### config.mk
export PLATFORM = sky130hd
export DESIGN_NAME = mac32_dot_seq
export DESIGN_NICKNAME = d
export VERILOG_FILES = /design/src/rtl/mac32_seq_pkg.sv /design/src/rtl/mac32_dot_seq.sv
export SDC_FILE = /design/constraint.sdc
export NUM_CORES = 1
export LEC_CHECK = 0
export ABC_AREA = 1
export BUFFER_PORTS_ARGS = -buffer_cell sky130_fd_sc_hd__buf_4
export CAP_MARGIN = 40
export CORE_UTILIZATION = 48
export DETAILED_ROUTE_END_ITERATION = 6
export PLACE_DENSITY_LB_ADDON = 0.1
export SETUP_SLACK_MARGIN = 0.4
export SYNTH_ARGS = -nofsm -noshare
export SYNTH_HDL_FRONTEND = slang
export SYNTH_SLANG_ARGS = --single-unit
### constraint.sdc
create_clock -name clk -period 2.3 [get_ports clk]
set_clock_uncertainty 0.05 [all_clocks]
set_input_delay 0.69 -clock clk [delete_from_list [all_inputs] [get_ports clk]]
set_output_delay 0.69 -clock clk [all_outputs]
set_load 0.1 [all_outputs]
### src/rtl/mac32_seq_pkg.sv
`default_nettype none
// ---------------------------------------------------------------------------
// mac32_seq_pkg : shared types and helpers for the mac32 dot-product sequencer
// Rev 1.0
// ---------------------------------------------------------------------------
package mac32_seq_pkg;

   typedef enum logic [1:0] {
      IDLE  = 2'd0,
      ACCUM = 2'd1,
      DRAIN = 2'd2,
      OUT   = 2'd3
   } seq_state_e;

   localparam logic [31:0] FP32_POS_ZERO = 32'h0000_0000;

   // Exponent all-ones marks both NaN and Inf.
   function automatic logic fp32_is_special(input logic [31:0] v);
      return &v[30:23];
   endfunction

endpackage
`default_nettype wire

### src/rtl/mac32_dot_seq.sv
`default_nettype none
// ---------------------------------------------------------------------------
// mac32_dot_seq : valid/ready dot-product sequencer driving combinational MAC32_top
// Optional sticky NaN/Inf flag enabled by defining MAC32_SEQ_EXC_STICKY_EN.
// Rev 1.0
// ---------------------------------------------------------------------------
module mac32_dot_seq
   import mac32_seq_pkg::*;
#(
   parameter int PARM_XLEN    = 32,
   parameter int PARM_EXP     = 8,
   parameter int PARM_MANT    = 23,
   parameter int PARM_MAX_LEN = 16,
   localparam int CNTW        = $clog2(PARM_MAX_LEN + 1)
) (
   input  logic                 clk,
   input  logic                 rst_n,
   input  logic                 in_valid_i,
   output logic                 in_ready_o,
   input  logic [PARM_XLEN-1:0] in_a_i,
   input  logic [PARM_XLEN-1:0] in_b_i,
   input  logic                 in_last_i,
   output logic [PARM_XLEN-1:0] mac_a_o,
   output logic [PARM_XLEN-1:0] mac_b_o,
   output logic [PARM_XLEN-1:0] mac_c_o,
   input  logic [PARM_XLEN-1:0] mac_result_i,
   output logic                 out_valid_o,
   input  logic                 out_ready_i,
   output logic [PARM_XLEN-1:0] out_data_o,
   output logic [CNTW-1:0]      out_count_o,
   output logic                 out_exc_o
);

   seq_state_e           state;
   seq_state_e           state_nxt;
   logic [PARM_XLEN-1:0] op_a;
   logic [PARM_XLEN-1:0] op_b;
   logic [PARM_XLEN-1:0] acc;
   logic                 op_valid;
   logic [CNTW-1:0]      cnt;
   logic [CNTW-1:0]      cnt_inc;
   logic                 accept;
   logic                 start;
   logic                 capture;
   logic                 hit_max;

   assign in_ready_o = (state == IDLE) || (state == ACCUM);
   assign accept     = in_valid_i & in_ready_o;
   assign start      = accept && (state == IDLE);
   assign cnt_inc    = cnt + CNTW'(1);
   assign hit_max    = (cnt_inc == CNTW'(PARM_MAX_LEN));
   // The MAC result is only meaningful on a cycle that follows a loaded pair.
   assign capture    = ((state == ACCUM) && op_valid) || (state == DRAIN);

   always_ff @(posedge clk or negedge rst_n) begin
      if (!rst_n) begin
         state <= IDLE;
      end else begin
         state <= state_nxt;
      end
   end

   always_comb begin
      state_nxt = state;
      case (state)
         IDLE: begin
            if (accept) begin
               state_nxt = (in_last_i || (PARM_MAX_LEN == 1)) ? DRAIN : ACCUM;
            end
         end
         ACCUM: begin
            if (accept && (in_last_i || hit_max)) begin
               state_nxt = DRAIN;
            end
         end
         DRAIN: begin
            state_nxt = OUT;
         end
         OUT: begin
            if (out_ready_i) begin
               state_nxt = IDLE;
            end
         end
         default: begin
            state_nxt = IDLE;
         end
      endcase
   end

   always_ff @(posedge clk or negedge rst_n) begin
      if (!rst_n) begin
         op_a     <= '0;
         op_b     <= '0;
         op_valid <= 1'b0;
         acc      <= '0;
         cnt      <= '0;
      end else begin
         op_valid <= accept;
         if (accept) begin
            op_a <= in_a_i;
            op_b <= in_b_i;
         end
         if (start) begin
            acc <= PARM_XLEN'(FP32_POS_ZERO);
            cnt <= CNTW'(1);
         end else begin
            if (capture) begin
               acc <= mac_result_i;
            end
            if (accept) begin
               cnt <= cnt_inc;
            end
         end
      end
   end

   assign mac_a_o     = op_a;
   assign mac_b_o     = op_b;
   assign mac_c_o     = acc;
   assign out_valid_o = (state == OUT);
   assign out_data_o  = acc;
   assign out_count_o = cnt;

`ifdef MAC32_SEQ_EXC_STICKY_EN
   logic exc;

   always_ff @(posedge clk or negedge rst_n) begin
      if (!rst_n) begin
         exc <= 1'b0;
      end else if (start) begin
         exc <= 1'b0;
      end else if (capture && fp32_is_special(32'(mac_result_i))) begin
         exc <= 1'b1;
      end
   end

   assign out_exc_o = exc;
`else
   assign out_exc_o = 1'b0;
`endif

endmodule
`default_nettype wire
==> results by group, run 1 <==
STA
  • Setup violators final: 0
  • WHS: 196 ps
  • Fmax: 0.474 GHz
  • Unrepaired setup endpoints after global routing: yes
  • Fin crit share: 91.7%
  • Fin crit period: 2110 ps
  • Endpoints failing hold: 0
  • Setup TNS: 0 ps
  • Max Slew Vio Count: 0

Synth
  • Synth cell types: 22
  • Cells after Synth: 508
  • Synthesized area: 0.00446 mm^2
  • Seq cells post-synth: 104
  • Syn Nets: 615
  • Post-synthesis area per instance: 8.78 um^2
  • Yosys Warn Count: 0
  • Register area share after synthesis: 58.4%

Die
  • Die Span Y: 98.4 um
  • Initial Util: 50.4%
  • Die extent in x: 98.4 um
  • Ports: 237
  • Die ar.: 0.00968 mm^2
  • Core region area: 0.00885 mm^2
  • Core Rows: 34

Final layout
  • Share of layout cells above drive strength 1: 44.1%
  • Synth-to-Final Area Change: 45.4%
  • Antenna fix cells: 0
  • Final Instance Area: 0.00648 mm^2
  • Fin nets: 826

Routing
  • Vias: 3985
  • Initial drt markers: 148
  • Drt drc: 18
  • ANT nets after route: 0
  • Routed len/inst: 13.9 um
  • Final wirelength: 11500 um
  • Vias per std cell: 4.79
  • DRT Pass-1 Iters: 7

Worst setup path
  • Critical Path AT: 1370 ps
  • Worst R2R Start: state[1]$_DFFE_PN0P_
  • Worst endpoint required time: 1560 ps
  • Crit path max fanout: 4
  • CP endpoint kind: output port
  • CP startpoint kind: flop
  • FF-to-FF setup slack: 510 ps
  • Worst Path Class, Setup: flop to output port
  • Terminus of the critical flop-to-flop path: out_count_o[2]$_DFFE_PN0P_
  • R2R depth: 9

Clock tree
  • H-tree Lvls: 3
  • Clock latency on the worst-skew pair: 370 ps
  • Clock Sinks: 104
  • Clk root buf: clkbuf_8
  • Post-CTS Hold Buffers: 0
  • Clock buffer depth: 2
  • Reg clk slew, reported paths: 100 ps
  • CTS tree: yes
  • CTS buffer count: 9

Place
  • GPL Wtd Cong: 0.770
  • Detailed placement HPWL: 8190 um
  • DP Area: 0.00614 mm^2
  • Port Buf Inserts: 235

GRT
  • Global-route wire length before repair: 18200 um
  • Initial antenna violation count: 0
  • Vias in the first global route: 3879
  • Global-route usage over all layers: 23.8%
  • Total gr overflow: 0
  • Largest net degree at the start of global routing: 69

Run status
  • Outcome: finished with violations
  • Failing checks: DRC

Run
  • Max Cap Violations: 0

Hold path
  • Path category of the worst min-delay check: input pin to asynchronous set/reset pin
-- placed cells by master, fill, tap and decap left out, drive strengths merged, types with 2 or more instances in the layout --
master / instances
clkinv: 2
o21ai: 36
inv: 43
clkbuf: 12
nand4: 2
dfrtp: 104
a21oi: 2
nand2: 214
nand3: 39
ha: 6
buf: 256
nor2: 2
clkinvlp: 2
-- stage by stage --
step / util [%] / setup slack, ps / cells
after floorplan: - / 514 / 508
after global placement: 69.3 / 469 / 805
after detailed placement: 69.3 / 388 / 805
after CTS: 72.7 / 213 / 827
after global routing: 73.3 / 138 / 832
final: 73.3 / 191 / 832
-- cells by family after synthesis --
group / Yosys count / synth area share (%)
AO/OA/AOI/OAI: 41 / 4.86
adder cells (fa/ha/maj): 6 / 1.68
buffers and inverters: 99 / 12.0
flip-flops: 104 / 58.4
other: 1 / 0.0841
AND/OR/NAND/NOR: 257 / 23.0
-- critical path, stage by stage (launching register included) --
cell,delay (ps)
dfrtp_1,430
inv_2,140
ha_4,170
inv_4,40
nand2_4,60
buf_12,170
-- state kept, by name, indices dropped and copies added, names as in the netlist --
name	count
mac_a_o	32
mac_c_o	32
op_valid	1
state	2
mac_b_o	32
out_count_o	5
-- synthesized netlist by cell type, drive strengths merged --
cell type | instances | area, um^2
o31ai | 1 | 12.5
nand4 | 2 | 12.5
ha | 6 | 75.1
nand2 | 214 | 811
nor2 | 2 | 7.51
a21oi | 2 | 10.0
clkinv | 1 | 5.00
conb | 1 | 3.75
o21ai | 36 | 180
o21a | 1 | 7.51
clkbuf | 6 | 22.5
inv | 42 | 158
dfrtp | 104 | 2600
o22ai | 1 | 6.26
nand3 | 39 | 195
buf | 50 | 349
-- cell type report --
type | instances | area, um^2
clock inverter | 4 | 28.8
tap | 108 | 135
sequential | 104 | 2650
clock buffer | 12 | 155
inverter | 43 | 169
timing repair buffer | 256 | 1980
multi-input combinational | 305 | 1360
fill | 685 | 2370
-- layer usage --
layer  part of all wire, %  wire [um]  track usage (%)  vias to the layer above
li1                      -          -                -                     1947
met1                    40       4560             27.8                     1853
met2                    50       5780             42.4                      166
met3                   8.0        918             5.65                       19
met4                   2.3        269             9.41                        0
met5                     0          0                0                        -
-- worst max-delay path by stage --
stage | start | end | slack, ps
detailed placement | state[0]$_DFFE_PN0P_ | out_count_o[2]$_DFFE_PN0P_ | 390
global placement | state[0]$_DFFE_PN0P_ | in_ready_o | 470
floorplan | mac_c_o[0]$_DFFE_PN0P_ | out_data_o[0] | 510
finish | state[1]$_DFFE_PN0P_ | in_ready_o | 190
CTS | state[1]$_DFFE_PN0P_ | in_ready_o | 210
global route | state[1]$_DFFE_PN0P_ | in_ready_o | 140
-- repair_timing --
action | 4_1_cts | 5_1_grt
hold endpoints to repair | 0 | 0
resized for setup | 17 | 4
cloned | 0 | 0
endpoints found under the setup margin | 5 | 60
buffers inserted | 6 | 5
pin swaps | 1 | 2
Power of run 1 is not shown: default switching activity piles up to over one toggle a cycle in this logic, so the estimate is an artifact.
==> inputs of run 2 (changes only) <==
==> constraint.sdc (replaced) <==
create_clock -name clk -period 2.3 [get_ports clk]
set_clock_uncertainty 0.05 [all_clocks]
set_input_delay 0.23 -clock clk [delete_from_list [all_inputs] [get_ports clk]]
set_output_delay 0.23 -clock clk [all_outputs]
set_load 0.1 [all_outputs]
==> run 2 against run 1 <==
- the flow still finishes with violations (DRC)
- via count decreased by 1.2%
- final area shrank 2.0%
- non-clock buffer count shrank 7
- count of clock-buffer cells in the layout is 1 lower
- worst setup slack improved by 350 ps
- final cell count decreased by 1.1%
- worst hold slack lost 170 ps
==> results by group, run 2 (same netlist as run 1, synthesis figures left out) <==
GRT
  • Vias in the first global route: 3766 (-2.9%)
  • GRT met2 Usage: 40.4% (-2.0 points)
  • Initial antenna violation count: 0 (unchanged)
  • GR met1 Demand/Resource: 28.3% (+0.50 points)
  • Global-route wire length before repair: 17900 um (-1.7%)
  • Met3 Use GR: 6.80% (+1.1 points)
  • Global-route usage over all layers: 23.5% (-0.28 points)
  • Grt peak-use layer: met2
  • Total gr overflow: 0 (unchanged)
  • Largest net degree at the start of global routing: 69 (unchanged)

Worst setup path
  • Worst R2R Start: state[0]$_DFFE_PN0P_
  • Critical Path AT: 1480 ps (+110 ps)
  • CP top delay family: buffers and inverters
  • CP Buf/Inv Count: 3 (unchanged)
  • FF-to-FF setup slack: 570 ps (+60 ps)
  • CP endpoint kind: output port
  • CP Capture Point: in_ready_o
  • Worst Path Class, Setup: flop to output port
  • Worst-path cell chain: inv_1, ha_1, inv_2, nand2_4, buf_4
  • CP peak stage delay: 420 ps (about the same)
  • CP startpoint kind: flop
  • Terminus of the critical flop-to-flop path: mac_b_o[14]$_DFFE_PN0P_
  • R2R depth: 8 (-1)
  • Worst endpoint required time: 2020 ps (+460 ps)
  • Crit path max fanout: 4 (unchanged)
  • CP startpoint: state[1]$_DFFE_PN0P_
  • Worst path depth: 5 (unchanged)
  • Slowest CP cell: dfrtp_1

Place
  • GPL Wtd Cong: 0.807 (+4.8%)
  • Detailed placement HPWL: 8130 um (-0.78%)
  • Port Buf Inserts: 235 (unchanged)

Die
  • Die extent in x: 98.4 um (unchanged)
  • Initial Util: 50.4% (unchanged)
  • Core Rows: 34 (unchanged)
  • Die Span Y: 98.4 um (unchanged)
  • Die ar.: 0.00968 mm^2 (unchanged)
  • Ports: 237 (unchanged)
  • Core region area: 0.00885 mm^2 (unchanged)

STA
  • Setup violators final: 0 (unchanged)
  • Max Slew Vio Count: 0 (unchanged)
  • Relative slew slack: 66.6%
  • Fmax: 0.567 GHz (+20%)
  • Unrepaired setup endpoints after global routing: no
  • Fin crit period: 1760 ps (-346 ps)
  • Setup TNS: 0 ps (unchanged)
  • Least-Margin Pin Slew: 501 ps
  • Endpoints failing hold: 0 (unchanged)
  • Fin crit share: 76.6% (-15 points)

Final layout
  • Commonest non-fill, non-tap cell in the layout: buf_4
  • Fin nets: 819 (-0.85%)
  • Antenna fix cells: 0 (unchanged)
  • Synth-to-Final Area Change: 42.5%
  • Fillcell total: 729 (+6.4%)
  • Share of layout cells above drive strength 1: 37.1% (-7.0 points)
  • Most frequent cells in the layout: 240 x buf_4, 211 x nand2_1, 102 x dfrtp_1

Run status
  • Outcome: finished with violations
  • Failing checks: DRC

Routing
  • Drt drc: 17 (-1)
  • Routed len/inst: 13.6 um (-1.8%)
  • ANT nets after route: 0 (unchanged)
  • Final wirelength: 11200 um (-2.9%)
  • Vias per std cell: 4.78 (-0.12%)
  • Vias: 3937 (-1.2%)
  • Initial drt markers: 139 (-6.1%)
  • DRT Pass-1 Iters: 7 (unchanged)

Run
  • Max Cap Violations: 0 (unchanged)

Clock tree
  • CTS buffer count: 9 (unchanged)
  • Reg clk slew, reported paths: 100 ps (about the same)
  • CTS tree: yes
  • Clock buffer depth: 2 (unchanged)
  • Clk root buf: clkbuf_8
  • Clock Sinks: 104 (unchanged)
  • H-tree Lvls: 3 (unchanged)
  • Clock latency on the worst-skew pair: 340 ps (-30 ps)

Hold path
  • Path category of the worst min-delay check: input pin to flop
==> run 2: metal layers <==
metal,part of all wire (%),up-vias
li1,-,1933
met1,40,1844
met2,51,148
met3,8.3,12
met4,1.4,0
met5,0,-
==> run 2: timing repair <==
item / in CTS / in global routing
hold buffers: 1 / 5
resized for setup: 0 / 2
endpoints found under the hold margin: 104 / 5
endpoints found under the setup margin: 0 / 67
setup buffers: 0 / 0
==> run 2: how the worst min path moves through the flow <==
stage / cells past startpoint / endpoint / startpoint / slack, ps
6_report: 3 / mac_b_o[20]$_DFFE_PN0P_ / in_b_i[20] / 20
5_1_grt: 3 / mac_b_o[20]$_DFFE_PN0P_ / in_b_i[20] / 0.4
4_1_cts: 3 / mac_b_o[18]$_DFFE_PN0P_ / in_b_i[18] / 4
3_5_place_dp: 1 / mac_c_o[11]$_DFFE_PN0P_ / rst_n / -4
3_3_place_gp: 1 / mac_c_o[11]$_DFFE_PN0P_ / rst_n / -4
2_1_floorplan: 0 / mac_a_o[0]$_DFFE_PN0P_ / rst_n / -120
==> run 2: layout make-up <==
type                       count  area (um^2)  share of cell area, %
clock inverter                 3         67.6                   1.06
tap                          108          135                   2.13
clock buffer                  11          141                   2.23
sequential                   104         2610                   41.0
multi-input combinational    305         1330                   20.9
timing repair buffer         249         1910                   30.1
inverter                      43          164                   2.58
==> run 2: stage by stage <==
step	setup WS (ps)	area (um^2)	util [%]	hold slack, ps	instances
floorplan	561	4470	-	-116	508
global route	403	6350	71.8	0.361	823
detailed placement	424	6080	68.7	-3.66	803
CTS	405	6300	71.2	4.19	818
global placement	515	6080	68.7	-3.86	803
finish	537	6350	71.8	22.9	823
==> run 2: tightest hold or removal path, cell delays in order <==
cell and delay, ps:
buf_4 80, nand2_1 40, nand2_1 50
Power of run 2 is left out for the same reason.
==> inputs of run 3 (changes only) <==
--- a/config.mk
+++ b/config.mk
@@ -5,10 +5,10 @@
 export SDC_FILE = /design/constraint.sdc
 export NUM_CORES = 1
 export LEC_CHECK = 0
-export ABC_AREA = 1
+export ABC_AREA = 0
 export BUFFER_PORTS_ARGS = -buffer_cell sky130_fd_sc_hd__buf_4
 export CAP_MARGIN = 40
-export CORE_UTILIZATION = 48
+export CORE_UTILIZATION = 46
 export DETAILED_ROUTE_END_ITERATION = 6
 export PLACE_DENSITY_LB_ADDON = 0.1
 export SETUP_SLACK_MARGIN = 0.4
==> constraint.sdc (replaced) <==
create_clock -name clk -period 1.7 [get_ports clk]
set_clock_uncertainty 0.05 [all_clocks]
set_input_delay 0.17 -clock clk [delete_from_list [all_inputs] [get_ports clk]]
set_output_delay 0.17 -clock clk [all_outputs]
set_load 0.1 [all_outputs]
==> run 3 against run 2 <==
- the run ends with setup timing left
- worst hold slack lost 12 ps
- first-iteration DRC count grew 10%
- wire length grew 55%
- non-clock buffer count grew 124
- global-route usage grew 2.5 points
- area after synthesis grew 4.9%
- count of clock-buffer cells in the layout is the same
- final area grew 38%
- core utilization grew 18 points
- highest routed layer unchanged
==> results by group, run 3 <==
Run status
  • Outcome: finished with violations
  • Failing checks: setup timing

Worst setup path
  • Worst Path Class, Setup: flop to flop
  • CP startpoint kind: flop
  • Crit path max fanout: 7 (+3)
  • CP endpoint kind: flop
  • Critical Path AT: 1990 ps (+510 ps)
  • Worst endpoint required time: 1930 ps (-90 ps)

Synth
  • Syn Nets: 473 (-23%)
  • Post-synth EDFFs: 0 (unchanged)
  • Yosys Warn Count: 0 (unchanged)
  • Seq cells post-synth: 104 (unchanged)
  • Register area share after synthesis: 55.6% (-2.7 points)
  • Synth top area share: 55.6% (-2.7 points)
  • Asr flop ratio synth: 100% (unchanged)
  • Most common cell in the netlist: dfrtp_1
  • Largest cells by area after synthesis: dfrtp_1 56%, mux2_4 16%, nand2_1 5.6%
  • Ys flop type: dfrtp_1
  • Yosys top cell by area: dfrtp_1
  • Post-synth top cells: 104 x dfrtp_1, 70 x nand2_1, 51 x mux2_4
  • Post-synthesis area per instance: 12.8 um^2 (+46%)
  • Synth cell types: 28 (+27%)
  • Cells after Synth: 366 (-28%)
  • Synthesized area: 0.00468 mm^2 (+4.9%)

GRT
  • Global-route wire length before repair: 20500 um (+14%)
  • Initial antenna violation count: 0 (unchanged)
  • Total gr overflow: 0 (unchanged)
  • Largest net degree at the start of global routing: 57 (-17%)
  • Global-route usage over all layers: 26.0% (+2.5 points)
  • Vias in the first global route: 4002 (+6.3%)

STA
  • WHS: 10.8 ps (-12.1 ps)
  • Setup TNS: -388 ps (-388 ps)
  • Fmax: 0.570 GHz
  • Setup violators final: 22 (+22)
  • Fin crit period: 1750 ps
  • Fin worst setup slack: -54.2 ps (-592 ps)
  • Max Slew Vio Count: 0 (unchanged)
  • Endpoints failing hold: 0 (unchanged)
  • Fin crit share: 103%
  • Unrepaired setup endpoints after global routing: yes

Run
  • Max Cap Violations: 0 (unchanged)

Clock tree
  • Clock latency on the worst-skew pair: 370 ps (+30 ps)
  • Reg clk slew, reported paths: 110 ps (about the same)
  • Clock Sinks: 104 (unchanged)
  • Clk root buf: clkbuf_8
  • CTS tree: yes
  • CTS buffer count: 9 (unchanged)
  • H-tree Lvls: 3 (unchanged)
  • Clock buffer depth: 2 (unchanged)

Die
  • Die Span Y: 103 um (+4.5%)
  • Die extent in x: 103 um (+4.5%)
  • Initial Util: 47.6% (-2.8 points)
  • Ports: 237 (unchanged)
  • Core region area: 0.00982 mm^2 (+11%)
  • Die ar.: 0.0106 mm^2 (+9.3%)
  • Core Rows: 36 (+5.9%)

Place
  • Port Buf Inserts: 235 (unchanged)
  • Detailed placement HPWL: 8200 um (+0.84%)
  • GPL Wtd Cong: 0.837 (+3.7%)
  • DP Area: 0.00650 mm^2 (+6.9%)

Final layout
  • Synth-to-Final Area Change: 87.5%
  • Antenna fix cells: 0 (unchanged)
  • Most frequent cells in the layout: 166 x buf_4, 90 x dlygate4sd3_1, 80 x buf_6
  • Fillcell total: 401 (-45%)
  • Final core utilization: 89.3% (+18 points)
  • Share of layout cells above drive strength 1: 64.0% (+27 points)
  • Fin nets: 805 (-1.7%)
  • Final Instance Area: 0.00877 mm^2 (+38%)
  • Commonest non-fill, non-tap cell in the layout: buf_4

Routing
  • Routed len/inst: 20.8 um (+53%)
  • DRT Pass-1 Iters: 4 (-3)
  • Vias: 4255 (+8.1%)
  • Initial drt markers: 153 (+10%)
  • ANT nets after route: 0 (unchanged)
  • Drt drc: 0 (-17)
  • Final wirelength: 17400 um (+55%)
  • Vias per std cell: 5.09 (+6.4%)

Hold path
  • Path category of the worst min-delay check: input pin to flop
-- run 3: changes by cell type after synthesis, moves of 5 or more --
cell,delta
nand2_1,-141
mux2_2,+14
o21ai_1,-9
inv_1,-34
nand3_1,-38
clkbuf_1,-5
o21ai_0,-19
a21oi_1,+33
buf_12,+5
mux2_4,+51
-- run 3: path summary, 6_finish.rpt --
path	startpoint	endpoint	slack, ps	cells after the start
setup / recovery	state[1]$_DFFE_PN0P_	mac_c_o[23]$_DFFE_PN0P_	-50	9
hold / removal	mac_result_i[6]	mac_c_o[6]$_DFFE_PN0P_	10	3
setup reg to reg	state[1]$_DFFE_PN0P_	mac_c_o[23]$_DFFE_PN0P_	-50	9
hold reg to reg	mac_a_o[22]$_DFFE_PN0P_	mac_a_o[22]$_DFFE_PN0P_	470	1
max in group asynchronous	rst_n	mac_c_o[15]$_DFFE_PN0P_	1010	3
min in group asynchronous	rst_n	mac_c_o[7]$_DFFE_PN0P_	280	3
-- run 3: cell type report --
cell class                      count  area (um^2)  share of cell area, %
Tap cell                          133          166                   1.90
Clock buffer                       11          141                   1.61
Inverter                            6         25.0                  0.285
Clock inverter                      5         62.6                  0.713
Multi-Input combinational cell    204         1880                   21.5
Timing Repair Buffer              373         3830                   43.7
Sequential cell                   104         2660                   30.3
-- run 3: repair_timing --
action | in CTS | in global routing
gates resized for setup | 53 | 126
gates cloned | 5 | 10
hold buffers | 89 | 1
setup endpoints to repair | 119 | 175
endpoints found under the hold margin | 192 | 1
buffers inserted | 10 | 8
pin swaps | 3 | 13
-- run 3: logic make-up (layout without fill, tap and decap cells) --
group / after synthesis / count (layout) / synth area share [%]
DFF: 104 / 104 / 55.6
and+or+nand+nor: 82 / 82 / 7.17
muxes: 68 / 68 / 20.4
buffers and inverters: 58 / 395 / 9.79
AOI/OAI and AO/OA: 47 / 47 / 5.32
adders and majority gates: 6 / 6 / 1.61
other: 1 / 1 / 0.0802
-- run 3: routing by layer --
metal / up-vias / GRT usage, % / wire [um]
met4: 0 / 7.37 / 590
li1: 1855 / - / -
met2: 212 / 47.0 / 9310
met5: - / 0 / 0
met1: 2141 / 30.8 / 6400
met3: 47 / 6.51 / 1090
-- run 3: critical path, stage by stage (launching register included) --
cell and delay [ps]:
dfrtp_1 390, inv_2 90, ha_4 200, buf_4 150
a21oi_4 160, buf_12 130, buf_12 100, buf_12 130
nand2_1 100, a21oi_1 160
-- run 3: metrics by stage --
step                      std cells  worst slack, ps
after floorplan                 366             11.2
after global placement          697           -0.506
after detailed placement        697            -20.3
after CTS                       817            -27.4
after global routing            836             -111
final                           836            -54.2
Power of run 3 is left out for the same reason.
